[src/rtl/pwm_capture.sv]
// PWM period / high-time capture with APB register access.
// Optional interrupt output is built only when PWM_CAPTURE_IRQ_EN is defined.
module pwm_capture (
  input  logic        PCLK,
  input  logic        PRESETn,
  input  logic        PSEL,
  input  logic        PENABLE,
  input  logic        PWRITE,
  input  logic [31:0] PADDR,
  input  logic [31:0] PWDATA,
  output logic [31:0] PRDATA,
  output logic        PREADY,
  input  logic        PWMI,
  output logic        IRQ
);

  typedef enum logic [1:0] {IDLE, ARM, HIGH, LOW} state_t;

  state_t      state;
  logic        sync1, sync2, sync_d;
  logic        rise, fall;
  logic [31:0] cnt, hreg, capper, caphigh;
  logic        en, ie_done, ie_to;
  logic        done, ovr, to;
  logic        wr, sel_ctrl, sel_per, sel_high, sel_stat;
  logic        tmo, cap_evt;
  logic        unused;

  assign PREADY = 1'b1;
  assign wr     = PSEL & PENABLE & PWRITE & PREADY;

  // One-hot address decode; lower address bits take priority when several are set
  assign sel_ctrl = PADDR[2];
  assign sel_per  = ~PADDR[2] & PADDR[3];
  assign sel_high = ~PADDR[2] & ~PADDR[3] & PADDR[4];
  assign sel_stat = ~PADDR[2] & ~PADDR[3] & ~PADDR[4] & PADDR[5];

  assign unused = ^{PADDR[31:6], PADDR[1:0], PWDATA[31:3]};

  always_ff @(posedge PCLK or negedge PRESETn) begin
    if (!PRESETn) begin
      sync1  <= 1'b0;
      sync2  <= 1'b0;
      sync_d <= 1'b0;
    end else begin
      sync1  <= PWMI;
      sync2  <= sync1;
      sync_d <= sync2;
    end
  end

  assign rise = sync2 & ~sync_d;
  assign fall = ~sync2 & sync_d;

  // Timeout takes precedence over an edge arriving on the same cycle
  assign tmo     = en && ((state == HIGH) || (state == LOW)) && (cnt == 32'hFFFF_FFFF);
  assign cap_evt = en && (state == LOW) && rise && !tmo;

  always_ff @(posedge PCLK or negedge PRESETn) begin
    if (!PRESETn) begin
      state   <= IDLE;
      cnt     <= '0;
      hreg    <= '0;
      capper  <= '0;
      caphigh <= '0;
    end else if (!en) begin
      state <= IDLE;
      cnt   <= '0;
    end else begin
      case (state)
        IDLE: state <= ARM;
        ARM: begin
          if (rise) begin
            cnt   <= 32'd1;
            state <= HIGH;
          end
        end
        HIGH: begin
          if (tmo) begin
            cnt   <= '0;
            state <= ARM;
          end else begin
            cnt <= cnt + 32'd1;
            if (fall) begin
              hreg  <= cnt;
              state <= LOW;
            end
          end
        end
        LOW: begin
          if (tmo) begin
            cnt   <= '0;
            state <= ARM;
          end else if (rise) begin
            capper  <= cnt;
            caphigh <= hreg;
            cnt     <= 32'd1;
            state   <= HIGH;
          end else begin
            cnt <= cnt + 32'd1;
          end
        end
        default: begin
          state <= IDLE;
          cnt   <= '0;
        end
      endcase
    end
  end

  always_ff @(posedge PCLK or negedge PRESETn) begin
    if (!PRESETn) begin
      en <= 1'b0;
    end else if (wr && sel_ctrl) begin
      en <= PWDATA[0];
    end
  end

  // Hardware set is OR-ed after the W1C mask so a same-cycle set wins
  always_ff @(posedge PCLK or negedge PRESETn) begin
    if (!PRESETn) begin
      done <= 1'b0;
      ovr  <= 1'b0;
      to   <= 1'b0;
    end else begin
      done <= cap_evt | (done & ~(wr & sel_stat & PWDATA[0]));
      ovr  <= (cap_evt & done) | (ovr & ~(wr & sel_stat & PWDATA[1]));
      to   <= tmo | (to & ~(wr & sel_stat & PWDATA[2]));
    end
  end

`ifdef PWM_CAPTURE_IRQ_EN
  always_ff @(posedge PCLK or negedge PRESETn) begin
    if (!PRESETn) begin
      ie_done <= 1'b0;
      ie_to   <= 1'b0;
    end else if (wr && sel_ctrl) begin
      ie_done <= PWDATA[1];
      ie_to   <= PWDATA[2];
    end
  end

  always_ff @(posedge PCLK or negedge PRESETn) begin
    if (!PRESETn) begin
      IRQ <= 1'b0;
    end else begin
      IRQ <= (done & ie_done) | (to & ie_to);
    end
  end
`else
  assign ie_done = 1'b0;
  assign ie_to   = 1'b0;
  assign IRQ     = 1'b0;
`endif

  always_comb begin
    PRDATA = '0;
    if (sel_ctrl) begin
      PRDATA[2:0] = {ie_to, ie_done, en};
    end else if (sel_per) begin
      PRDATA = capper;
    end else if (sel_high) begin
      PRDATA = caphigh;
    end else if (sel_stat) begin
      PRDATA[2:0] = {to, ovr, done};
    end
  end

endmodule
[config.mk]
export PLATFORM = sky130hd
export DESIGN_NAME = pwm_capture
export DESIGN_NICKNAME = d
export VERILOG_FILES = /design/src/rtl/pwm_capture.sv
export SDC_FILE = /design/constraint.sdc
export NUM_CORES = 1
export LEC_CHECK = 0
export CAP_MARGIN = 20
export CORE_UTILIZATION = 30
export CTS_BUF_LIST = sky130_fd_sc_hd__clkbuf_4
export DETAILED_ROUTE_END_ITERATION = 8
export PLACE_DENSITY = 0.56
export SLEW_MARGIN = 0
export SYNTH_ARGS = -nofsm -noshare
export SYNTH_HDL_FRONTEND = slang
export SYNTH_SLANG_ARGS = --single-unit
[constraint.sdc]
create_clock -name PCLK -period 6.6 [get_ports PCLK]
set_input_delay 1.32 -clock PCLK [delete_from_list [all_inputs] [get_ports PCLK]]
set_output_delay 1.32 -clock PCLK [all_outputs]
set_load 0.1 [all_outputs]
Word-level counts from Yosys, hierarchy flattened:

Index checks and enable logic that the tools add are counted.

* output and inout port bits: 34
* register bits: 137

* $add $sub $neg: 1
* reduce and logical (&&, ||, !) cells: 12
* equal/unequal tests: 7
* mux-type cells: 18
* bitwise logic cells: 29

Operator list (count)
* 2-to-1 mux 32 bit: 6
* one-hot mux 32 bit (3 select lines): 1
* 2-to-1 mux 29 bit: 2
* adder 32 x 1 -> 32 bit (second input constant): 1
* == test 32 bit (second input constant): 1
* AND 1 bit: 17
* 2-to-1 mux 2 bit: 5
* 2-to-1 mux 3 bit: 3
* inverter 1 bit: 9
* one-hot mux 2 bit (4 select lines): 1
* AND reduction 4 bit: 2
* logical AND 1 bit: 6
* == test 2 bit (second input constant): 2
* inequality test 4 x 1 -> 1 bit (second input constant): 1
* inequality test 4 bit (second input constant): 1
* inequality test 3 bit (second input constant): 1
* bitwise OR 1 bit: 3
* == test 2 x 1 -> 1 bit (second input constant): 1
* logical NOT 2 bit: 1
* AND reduction 2 bit: 1
* logical NOT 1 bit: 1
* logical OR 1 bit: 1

Depth between registers and ports, before layout:

Gate-level depths: netlist of the first run.

* word-level depth: 9
* gate-level depth with buffers: 8
* mapped depth without buffers: 6

Least setup slack after synthesis of the first run:

Ideal clock, no wire load.

* path type: input to output
* start: input port PADDR[4]
* end: output port PRDATA[0]
* stages: 4
* data required time: 5.280 ns
* buffers on the path: 0
* setup slack: 1.708 ns
* arrival: 3.572 ns
* cells stage by stage: nand2_1 nor2_1 a21oi_1 o21ai_0

* cells in the longest elaborated chain, start to end: 7
* elaborated cells on any way between the ends: 8

RTL lines
* start: declaration: RTL line 9 `input logic [31:0] PADDR,`
* inverter 1 bit: RTL line 36 `assign sel_stat = ~PADDR[2] & ~PADDR[3] & ~PADDR[4] & PADDR[5];`
* AND 1 bit (2 in a row): RTL line 36
* 2-to-1 mux 3 bit: RTL line 164 `end else if (sel_stat) begin`
* 2-to-1 mux 3 bit (*): RTL line 162 `end else if (sel_high) begin`
* 2-to-1 mux 32 bit (*): RTL line 160 `end else if (sel_per) begin`
* 2-to-1 mux 3 bit (*): RTL line 158 `if (sel_ctrl) begin`
* end: declaration: RTL line 11 `output logic [31:0] PRDATA,`

Mark *: on every way between the ends. The rest lies on a longest branch, timed or not.

Worst setup path in the final report of the first run:

* start: input port PADDR[2]
* end: output port PRDATA[0]

* cells in the longest elaborated chain, start to end: 8
* elaborated cells on any way between the ends: 10

RTL lines (RTL line)
* inverter 1 bit: 34, 35, 36
* AND 1 bit: 35, 36
* AND 1 bit (2 in a row): 36
* 2-to-1 mux 3 bit: 164
* 2-to-1 mux 3 bit: 162
* 2-to-1 mux 32 bit: 160
* 2-to-1 mux 3 bit (*): 158

Marks and branches as above.

==> results of run 1 <==
-- final cells by class --
cell class | instances | area, um2
Clock buffer | 19 | 143
Clock inverter | 12 | 109
Fill cell | 1993 | 13200
Inverter | 12 | 45.0
Multi-Input combinational cell | 319 | 2540
Sequential cell | 137 | 3430
Tap cell | 270 | 338
Timing Repair Buffer | 54 | 459
-- flip-flops by register name, indices dropped and copies added, names as in the netlist --
signal,cells
capper,32
state,2
done,1
en,1
caphigh,32
sync2,1
cnt,32
sync_d,1
hreg,32
to,1
sync1,1
ovr,1
-- cell usage in the layout, fill, tap and decap left out, types with 3 or more instances in the layout --
| master | netlist | routed |
|---|---|---|
| or2_2 | 4 | 4 |
| a22o_1 | 29 | 29 |
| nor3_1 | 6 | 4 |
| clkbuf_4 | 0 | 19 |
| and3_1 | 4 | 4 |
| mux2_1 | 8 | 8 |
| nand4_1 | 14 | 14 |
| nor4_1 | 5 | 5 |
| xnor2_1 | 12 | 12 |
| a21oi_1 | 4 | 4 |
| clkinv_2 | 0 | 6 |
| inv_1 | 12 | 12 |
| o21ai_0 | 5 | 5 |
| nor2_1 | 21 | 21 |
| a31oi_1 | 13 | 13 |
| o211ai_1 | 5 | 5 |
| clkdlybuf4s50_1 | 0 | 12 |
| nand3_1 | 26 | 26 |
| clkinv_1 | 0 | 3 |
| buf_4 | 3 | 40 |
| nand2_1 | 34 | 34 |
| mux2_2 | 88 | 88 |
| dfrtp_1 | 137 | 137 |
| and4_1 | 6 | 6 |
| xor2_1 | 5 | 5 |
-- synthesized netlist by cell type, types with 2 or more instances --
library cell	count	area [um2]
a21oi_1	4	20.0
buf_6	7	78.8
xnor2_1	12	105
o211ai_1	5	37.5
clkbuf_1	13	48.8
a22o_1	29	254
buf_2	9	45.0
nor4b_1	2	17.5
nor3_1	6	30.0
buf_4	3	22.5
nor2b_1	2	12.5
inv_1	12	45.0
or2_2	4	25.0
o22ai_1	2	12.5
conb_1	2	7.51
and4_1	6	52.6
mux2_1	8	90.1
dfrtp_1	137	3430
a222oi_1	2	20.0
mux2_2	88	991
nand3_1	26	130
and3_1	4	25.0
nor2_1	21	78.8
nor4_1	5	31.3
xor2_1	5	43.8
nand4_1	14	87.6
o21ai_0	5	25.0
nand2_1	34	128
a31oi_1	13	81.3
-- power by group through the flow --
stage	logic (uW)	clock network, uW	registers (uW)
floorplan	72.9	0	878
global placement	113	0	885
detailed placement	116	0	886
CTS	116	540	870
global route	128	571	873
finish	117	520	870
-- worst reg2reg max path: stages (launching register included) --
cell and delay, ns:
dfrtp_1 0.49, ha_1 0.26, nand4_2 0.19, nor4_4 0.40
nand4_1 0.48, buf_4 0.39, nand4_1 0.15, buf_4 0.41
mux2_2 0.43
-- worst paths after layout --
path | to | slack [ns] | cells after the start
setup reg to reg | caphigh[18] | 3.29 | 8
hold / removal | sync2 | 0.37 | 0
hold reg to reg | sync2 | 0.37 | 0
max in group asynchronous | hreg[26] | 4.88 | 3
min in group asynchronous | hreg[8] | 0.72 | 1
setup / recovery | PRDATA[0] | 1.24 | 5
-- metrics by stage --
stage | util | power [uW] | instance area (um2) | instances
2_1_floorplan | - | 951 | 6190 | 500
3_3_place_gp | 0.335 | 998 | 6790 | 791
3_5_place_dp | 0.335 | 1000 | 6790 | 791
4_1_cts | 0.348 | 1530 | 7040 | 822
5_1_grt | 0.349 | 1570 | 7060 | 823
6_report | 0.349 | 1510 | 7060 | 823
-- logic make-up (layout without fill, tap and decap cells) --
| logic type | after synthesis | after routing | share of synthesized area |
|---|---|---|---|
| AND/OR/NAND/NOR | 137 | 137 | 0.125 |
| AO/OA/AOI/OAI | 66 | 66 | 0.0812 |
| multiplexers | 96 | 96 | 0.175 |
| XOR/XNOR | 17 | 17 | 0.0240 |
| other | 2 | 2 | 0.00121 |
| buffers and inverters | 44 | 97 | 0.0388 |
| adder cells (fa/ha/maj) | 1 | 1 | 0.00202 |
| flip-flops | 137 | 137 | 0.554 |
-- routing by layer --
metal / vias to the layer above / wire [um] / track usage
met4: 0 / 280 / 0.0595
met5: - / 0 / 0
met1: 2141 / 6170 / 0.177
li1: 1911 / - / -
met2: 79 / 6540 / 0.219
met3: 24 / 453 / 0.0298
==> impl_results.md, run 1 <==
* I/O pin cnt at 104
* Status: finished clean
* TritonCTS clock tree: yes
* Synth unique cells at 49
* Clock buffer depth at 2
* # DRC at 0
* Clock root buffer: clkbuf_4
* DR vias at 4155
* First-pass GRT wire length at 22.8 mm
* Arrival time at the worst endpoint at 4.04 ns
* DR WL/cell at ~16 um
* Die area at between 20000 and 25000 um2
* Area Overhead vs Synth at 14.1%
* H-tree levels at 4
* Register area share after synthesis at 0.554
* CP peak stage delay at 1.16 ns
* Worst Setup SP: PADDR[2]
* Post-CTS setup buffers at 0
* Hold Path Origin: sync1
* Max rail drop VDD at 0.0996 mV
* Hold Slack at 0.367 ns
* Initial DRC count at 260
* Remaining Overflow, GRT at 0
* Sequential power share at 0.577
* Worst r2r src: cnt[0]
* Internal at 1110 uW
* Vias in the first global route at 4244
* Clk slew on worst S/H paths at ~0.11 ns
* Share of cells above drive strength 1 at 0.311
* PD cells at 213 nW/um2
* Synth Register Bits at 137
* Routed wire length at 13.4 mm
* Post-synthesis cell count at 500
* Worst-Margin Slew at 1.13 ns
* Cell repeated most along the worst path: clkdlybuf4s50_1
* Post-synth EDFFs at 0
* Synth Cell Area at 6190 um2
* Startpoint types: primary input
* Final period util at 0.812
* Pleak at between 0.003 and 0.004 uW
* Max cap viols at 0
* Initial antenna violation count at 0
* Post-cts resize count at 0
* Final nets at 612
* Slew HR at 0.244
* CP top delay family: buffers and inverters
* Place WS at 1.24 ns
* Switching power share of the total at 0.265
* Async set or reset register ratio after synthesis at 1.00
* Largest net degree at the start of global routing at 81
* Core area at 20200 um2
* Crit-path slowest cell: clkdlybuf4s50_1
* CTS Buf Count at 17
* CP bufs+invs at 2
* Critical path peak fanout at 6
* Final min period at 5.36 ns
* # port buffers at 44
* Mean post-synth cell area at 12.4 um2
* Pre-antenna DRT Iters at 4
* All-layer global routing usage at 0.137
* Sum Neg Setup Slack at 0 ns
* Chip Width at ~150 um
* Clk pwr share at 0.345
* Worst-Skew Late Latency at 0.55 ns
* Via density at 5.05
* Critical Path RT at 5.28 ns
* Die Y at 146 um
* Antenna diode count at 0
* HPWL after detailed placement at 8.62 mm
* Initial Util at 0.306
* Min-Delay Path Class: reg2reg
* Hold_buf cts at 0
* Syn_nets at approximately 570
* Final setup fails at 0
* Worst Slack Setup Final at approximately 1.2 ns
* Fmax achieved at 0.187 GHz
* Dominant synthesized flop cell: dfrtp_1
* Yosys warns at 0
* RSZ-0062 raised after global routing: false
* NetSw at 400 uW
* Critical Path Sink Type: primary output
* CP cell instances: clkdlybuf4s50_1 > nor4b_1 > a22oi_1 > o21ai_0 > clkdlybuf4s50_1
* Final Hold Viols at 0
* Crit Path Class: in2out
* Post-route ant nets at 0
* Placement Rows at 52
* CTS sink cnt at between 100 and 150
* Routability cong. at 0.779
* Combinational share of power at 0.078
* Slew Viols, Final at 0
* Layout Skew at ~0.024 ns
No activity file was read; power rests on OpenSTA's default activity.
==> run 2, diff against run 1 <==
--- a/config.mk
+++ b/config.mk
@@ -9,7 +9,7 @@
 export CORE_UTILIZATION = 30
 export CTS_BUF_LIST = sky130_fd_sc_hd__clkbuf_4
 export DETAILED_ROUTE_END_ITERATION = 8
-export PLACE_DENSITY = 0.56
+export PLACE_DENSITY = 0.58
 export SLEW_MARGIN = 0
 export SYNTH_ARGS = -nofsm -noshare
 export SYNTH_HDL_FRONTEND = slang
==> constraint.sdc (replaced) <==
create_clock -name PCLK -period 4.9 [get_ports PCLK]
set_input_delay 0.98 -clock PCLK [delete_from_list [all_inputs] [get_ports PCLK]]
set_output_delay 0.98 -clock PCLK [all_outputs]
set_load 0.1 [all_outputs]
==> impl_results.md, run 2 (synthesis gave the netlist of run 1 again) <==
* Crit Path Class: in2out
* Antenna diode count at 0
* CP top delay family: buffers and inverters
* # port buffers at 44
* Final setup fails at 0
* Max cap viols at 0
* Die Y at 146 um
* Initial DRC count at around 340
* CP peak stage delay at 0.77 ns
* Critical path peak fanout at 6
* CP cell instances: clkdlybuf4s50_1 > nor4b_1 > a22oi_1 > o21ai_0 > buf_4
* Critical Path RT at a little under 4 ns
* Post-route ant nets at 0
* PD cells at 278 nW/um2
* DR vias at 4132
* Pleak at 0.00333 uW
* Final nets at 610
* Placement Rows at between 50 and 60
* Crit path depth at 5
* Sum Neg Setup Slack at 0 ns
* Final period util at 0.781
* Clk slew on worst S/H paths at 0.10 ns
* Max rail drop VDD at between 0.2 and 0.3 mV
* Worst-Margin Slew at 0.976 ns
* Final Hold Viols at 0
* Hold_buf cts at 0
* Most common cell after layout, fill and taps aside: dfrtp_1
* Initial Util at 0.306
* Critical Path Sink Type: primary output
* Core area at 20200 um2
* Via density at 5.05
* I/O pin cnt at ~100
* Slew Viols, Final at 0
* Area Overhead vs Synth at 16.8%
* Die area at 21200 um2
* First-pass GRT wire length at 21.7 mm
* Remaining Overflow, GRT at 0
* DR WL/cell at 15.8 um
* RSZ-0062 raised after global routing: false
* Slew HR at 0.346
* Post-CTS setup buffers at 0
* Share of cells above drive strength 1 at 0.304
* Startpoint types: primary input
* Final min period at approximately 3.8 ns
* CTS Buf Count at 17
* Layout Skew at around 0.018 ns
* H-tree levels at 4
* All-layer global routing usage at 0.130
* Pre-antenna DRT Iters at 5
* CP bufs+invs at 2
* HPWL after detailed placement at 8.31 mm
* Chip Width at 146 um
* Largest net degree at the start of global routing at 100
* TritonCTS clock tree: yes
* Crit-path slowest cell: nor4b_1
* Min-Delay Path Class: reg2reg
* Vias in the first global route at 4167
* Hold Slack at 0.370 ns
* Hold depth at 0
* Clock root buffer: clkbuf_4
* Routed wire length at 12.9 mm
* # DRC at 0
* Arrival time at the worst endpoint at ~2.9 ns
* Initial antenna violation count at 0
* Clock buffer depth at 2
* Status: finished clean
* Worst Reg-to-Reg Cells at 7
* Most frequent cells in the layout: 137 x dfrtp_1, 88 x mux2_2, 34 x nand2_1
* Routability cong. at 0.764
* Worst-Skew Late Latency at 0.54 ns
* CTS sink cnt at 137
* Post-cts resize count at 0
* Fmax achieved at 0.261 GHz
[run 2: per-layer routing]
metal	track usage	vias up	wire length, um
met3	0.0357	19	423
li1	-	1918	-
met1	0.162	2121	5890
met5	0	-	0
met2	0.213	74	6420
met4	0.0474	0	209
[run 2: layout make-up]
| cell class | instances | area (um2) |
|---|---|---|
| clock buffers | 22 | 165 |
| clock inverters | 7 | 78.8 |
| fillers | 1959 | 13000 |
| inverters | 12 | 45.0 |
| multi-input cells | 319 | 2540 |
| flip-flops and latches | 137 | 3430 |
| well taps | 270 | 338 |
| repair buffers | 52 | 634 |
[run 2: worst paths after layout]
kind,to,slack [ns],startpoint
max,PRDATA[0],1.07,PADDR[2]
min,sync2,0.37,sync1
max reg2reg,capper[8],2.09,cnt[0]
min reg2reg,sync2,0.37,sync1
max in group asynchronous,capper[23],3.33,PRESETn
min in group asynchronous,capper[9],0.54,PRESETn
[run 2: where the power goes]
group	total [uW]	internal (uW)	switching, uW
combinational	153	40.2	113
clock	683	315	368
sequential	1170	1150	21.4
[run 2: stage by stage]
step / utilization / instances / cell area [um2] / total power [uW] / setup slack (ns)
global placement: 0.345 / 790 / 6990 / 1340 / 1.07
CTS: 0.357 / 819 / 7230 / 2040 / 1.12
finish: 0.357 / 819 / 7230 / 2010 / 1.07
global route: 0.357 / 819 / 7230 / 2100 / 0.986
floorplan: - / 500 / 6190 / 1280 / 0.688
detailed placement: 0.345 / 790 / 6990 / 1350 / 1.14
==> run 3, diff against run 2 <==
--- a/config.mk
+++ b/config.mk
@@ -9,7 +9,7 @@
 export CORE_UTILIZATION = 30
 export CTS_BUF_LIST = sky130_fd_sc_hd__clkbuf_4
 export DETAILED_ROUTE_END_ITERATION = 8
-export PLACE_DENSITY = 0.58
+export PLACE_DENSITY = 0.56
 export SLEW_MARGIN = 0
 export SYNTH_ARGS = -nofsm -noshare
 export SYNTH_HDL_FRONTEND = slang
==> constraint.sdc (replaced) <==
create_clock -name PCLK -period 3.83 [get_ports PCLK]
set_input_delay 0.766 -clock PCLK [delete_from_list [all_inputs] [get_ports PCLK]]
set_output_delay 0.766 -clock PCLK [all_outputs]
set_load 0.1 [all_outputs]
==> impl_results.md, run 3 (synthesis gave the netlist of run 1 again) <==
* Status: finished clean
* Via density at 5.01
* Slew Viols, Final at 0
* CTS sink cnt at 137
* # DRC at 0
* Most frequent cells in the layout: 137 x dfrtp_1, 88 x mux2_2, 34 x nand2_1
* Layout Skew at 0.0192 ns
* Clk slew on worst S/H paths at about 0.1 ns
* Routed wire length at 13.1 mm
* All-layer global routing usage at 0.134
* Crit path capture: PRDATA[2]
* Arrival time at the worst endpoint at 2.54 ns
* Startpoint types: primary input
* TritonCTS clock tree: yes
* Min-Delay Path Class: in2async
* Chip Width at about 150 um
* Crit Path Class: in2out
* Initial DRC count at 257
* CP cell instances: clkdlybuf4s50_1 > nor4b_1 > a222oi_1 > inv_1 > buf_12
* Pre-antenna DRT Iters at 8
* Worst r2r src: cnt[0]
* Final Hold Viols at 0
* Post-route ant nets at 0
* Post-CTS setup buffers at 0
* I/O pin cnt at around 100
* First-pass GRT wire length at about 22 mm
* CP peak stage delay at 0.71 ns
* Share of cells above drive strength 1 at 0.310
* Worst Setup SP: PADDR[2]
* Critical Path RT at 3.06 ns
* Worst-Margin Slew at 0.747 ns
* DR vias at 4131
* RSZ-0062 raised after global routing: false
* Hold_buf cts at 0
* Remaining Overflow, GRT at 0
* Crit-path slowest cell: nor4b_1
* Final period util at 0.864
* Pleak at around 0.0034 uW
* Initial Util at 0.306
* Worst Reg-to-Reg Cells at 7
* Initial antenna violation count at 0
* Fmax achieved at about 0.3 GHz
* Max cap viols at 0
* Critical path peak fanout at 6
* Die Y at approximately 150 um
* Hold Slack at 0.209 ns
* Tot Pwr at 2460 uW
* Sum Neg Setup Slack at 0 ns
* Clock buffer depth at 2
* # port buffers at 44
* Routability cong. at just under 0.8
* Slew HR at 0.495
* Final nets at slightly above 600
* Vias in the first global route at 4325
* Final min period at roughly 3.3 ns
* Clock root buffer: clkbuf_4
* H-tree levels at 4
* Placement Rows at 52
* Die area at between 20000 and 25000 um2
* Most common cell after layout, fill and taps aside: dfrtp_1
* CTS Buf Count at 17
* PD cells at 332 nW/um2
* HPWL after detailed placement at between 8 and 9 mm
* R2r setup slk at 0.56 ns
* Area Overhead vs Synth at 19.7%
* FF-to-FF End: caphigh[23]
* Antenna diode count at 0
* DR WL/cell at around 16 um
* Post-cts resize count at 0
* Core area at 20200 um2
* Critical Path Sink Type: primary output
* Worst-Skew Late Latency at 0.56 ns
* Final setup fails at 0
* Largest net degree at the start of global routing at 77
* Max rail drop VDD at 0.133 mV
## run 3: changes by cell type in the layout (fill, tap and decap cells not counted), sizes merged
cell | before | now
buf | 41 | 46
bufinv | 2 | 0
clkinv | 5 | 8
## run 3: routing by layer
metal  track usage  routed length [um]
met5             0                   0
met4        0.0589                 227
met3        0.0332                 562
met2         0.222                6660
met1         0.165                5700
## run 3: worst min path at each step
stage,from,end,slack (ns),cells after the start
floorplan,sync1,sync2,0.33,0
global placement,sync1,sync2,0.37,0
detailed placement,sync1,sync2,0.38,0
CTS,PRESETn,cnt[16],0.22,1
global route,PRESETn,caphigh[9],0.22,1
finish,PRESETn,caphigh[9],0.21,1
## run 3: critical path, delay by kind of cell
kind                   cells  cell delay [ns]
buffers and inverters      3             0.86
AND/OR/NAND/NOR            1             0.71
AO/OA/AOI/OAI              1             0.20
## run 3: area by class of cell
| type | count | area [um2] |
|---|---|---|
| inverter | 12 | 45.0 |
| sequential | 137 | 3430 |
| clock inverter | 8 | 32.5 |
| tap | 270 | 338 |
| clock buffer | 22 | 165 |
| timing repair buffer | 57 | 860 |
| fill | 1917 | 12800 |
| multi-input combinational | 319 | 2540 |
## run 3: metrics by stage
stage	setup WS, ns	cells	area (um2)	utilization
after global routing	0.318	825	7410	0.366
after floorplan	0.0463	500	6190	-
final	0.519	825	7410	0.366
after CTS	0.492	825	7410	0.366
after detailed placement	0.492	795	7210	0.356
after global placement	0.492	795	7210	0.356
## run 3: power breakdown
group | leakage [uW] | switching, uW | internal (uW)
Sequential | 0.00189 | 28.3 | 1470
Combinational | 0.00137 | 148 | 60.9
Clock | 0.000118 | 480 | 270
Total | 0.00338 | 656 | 1800
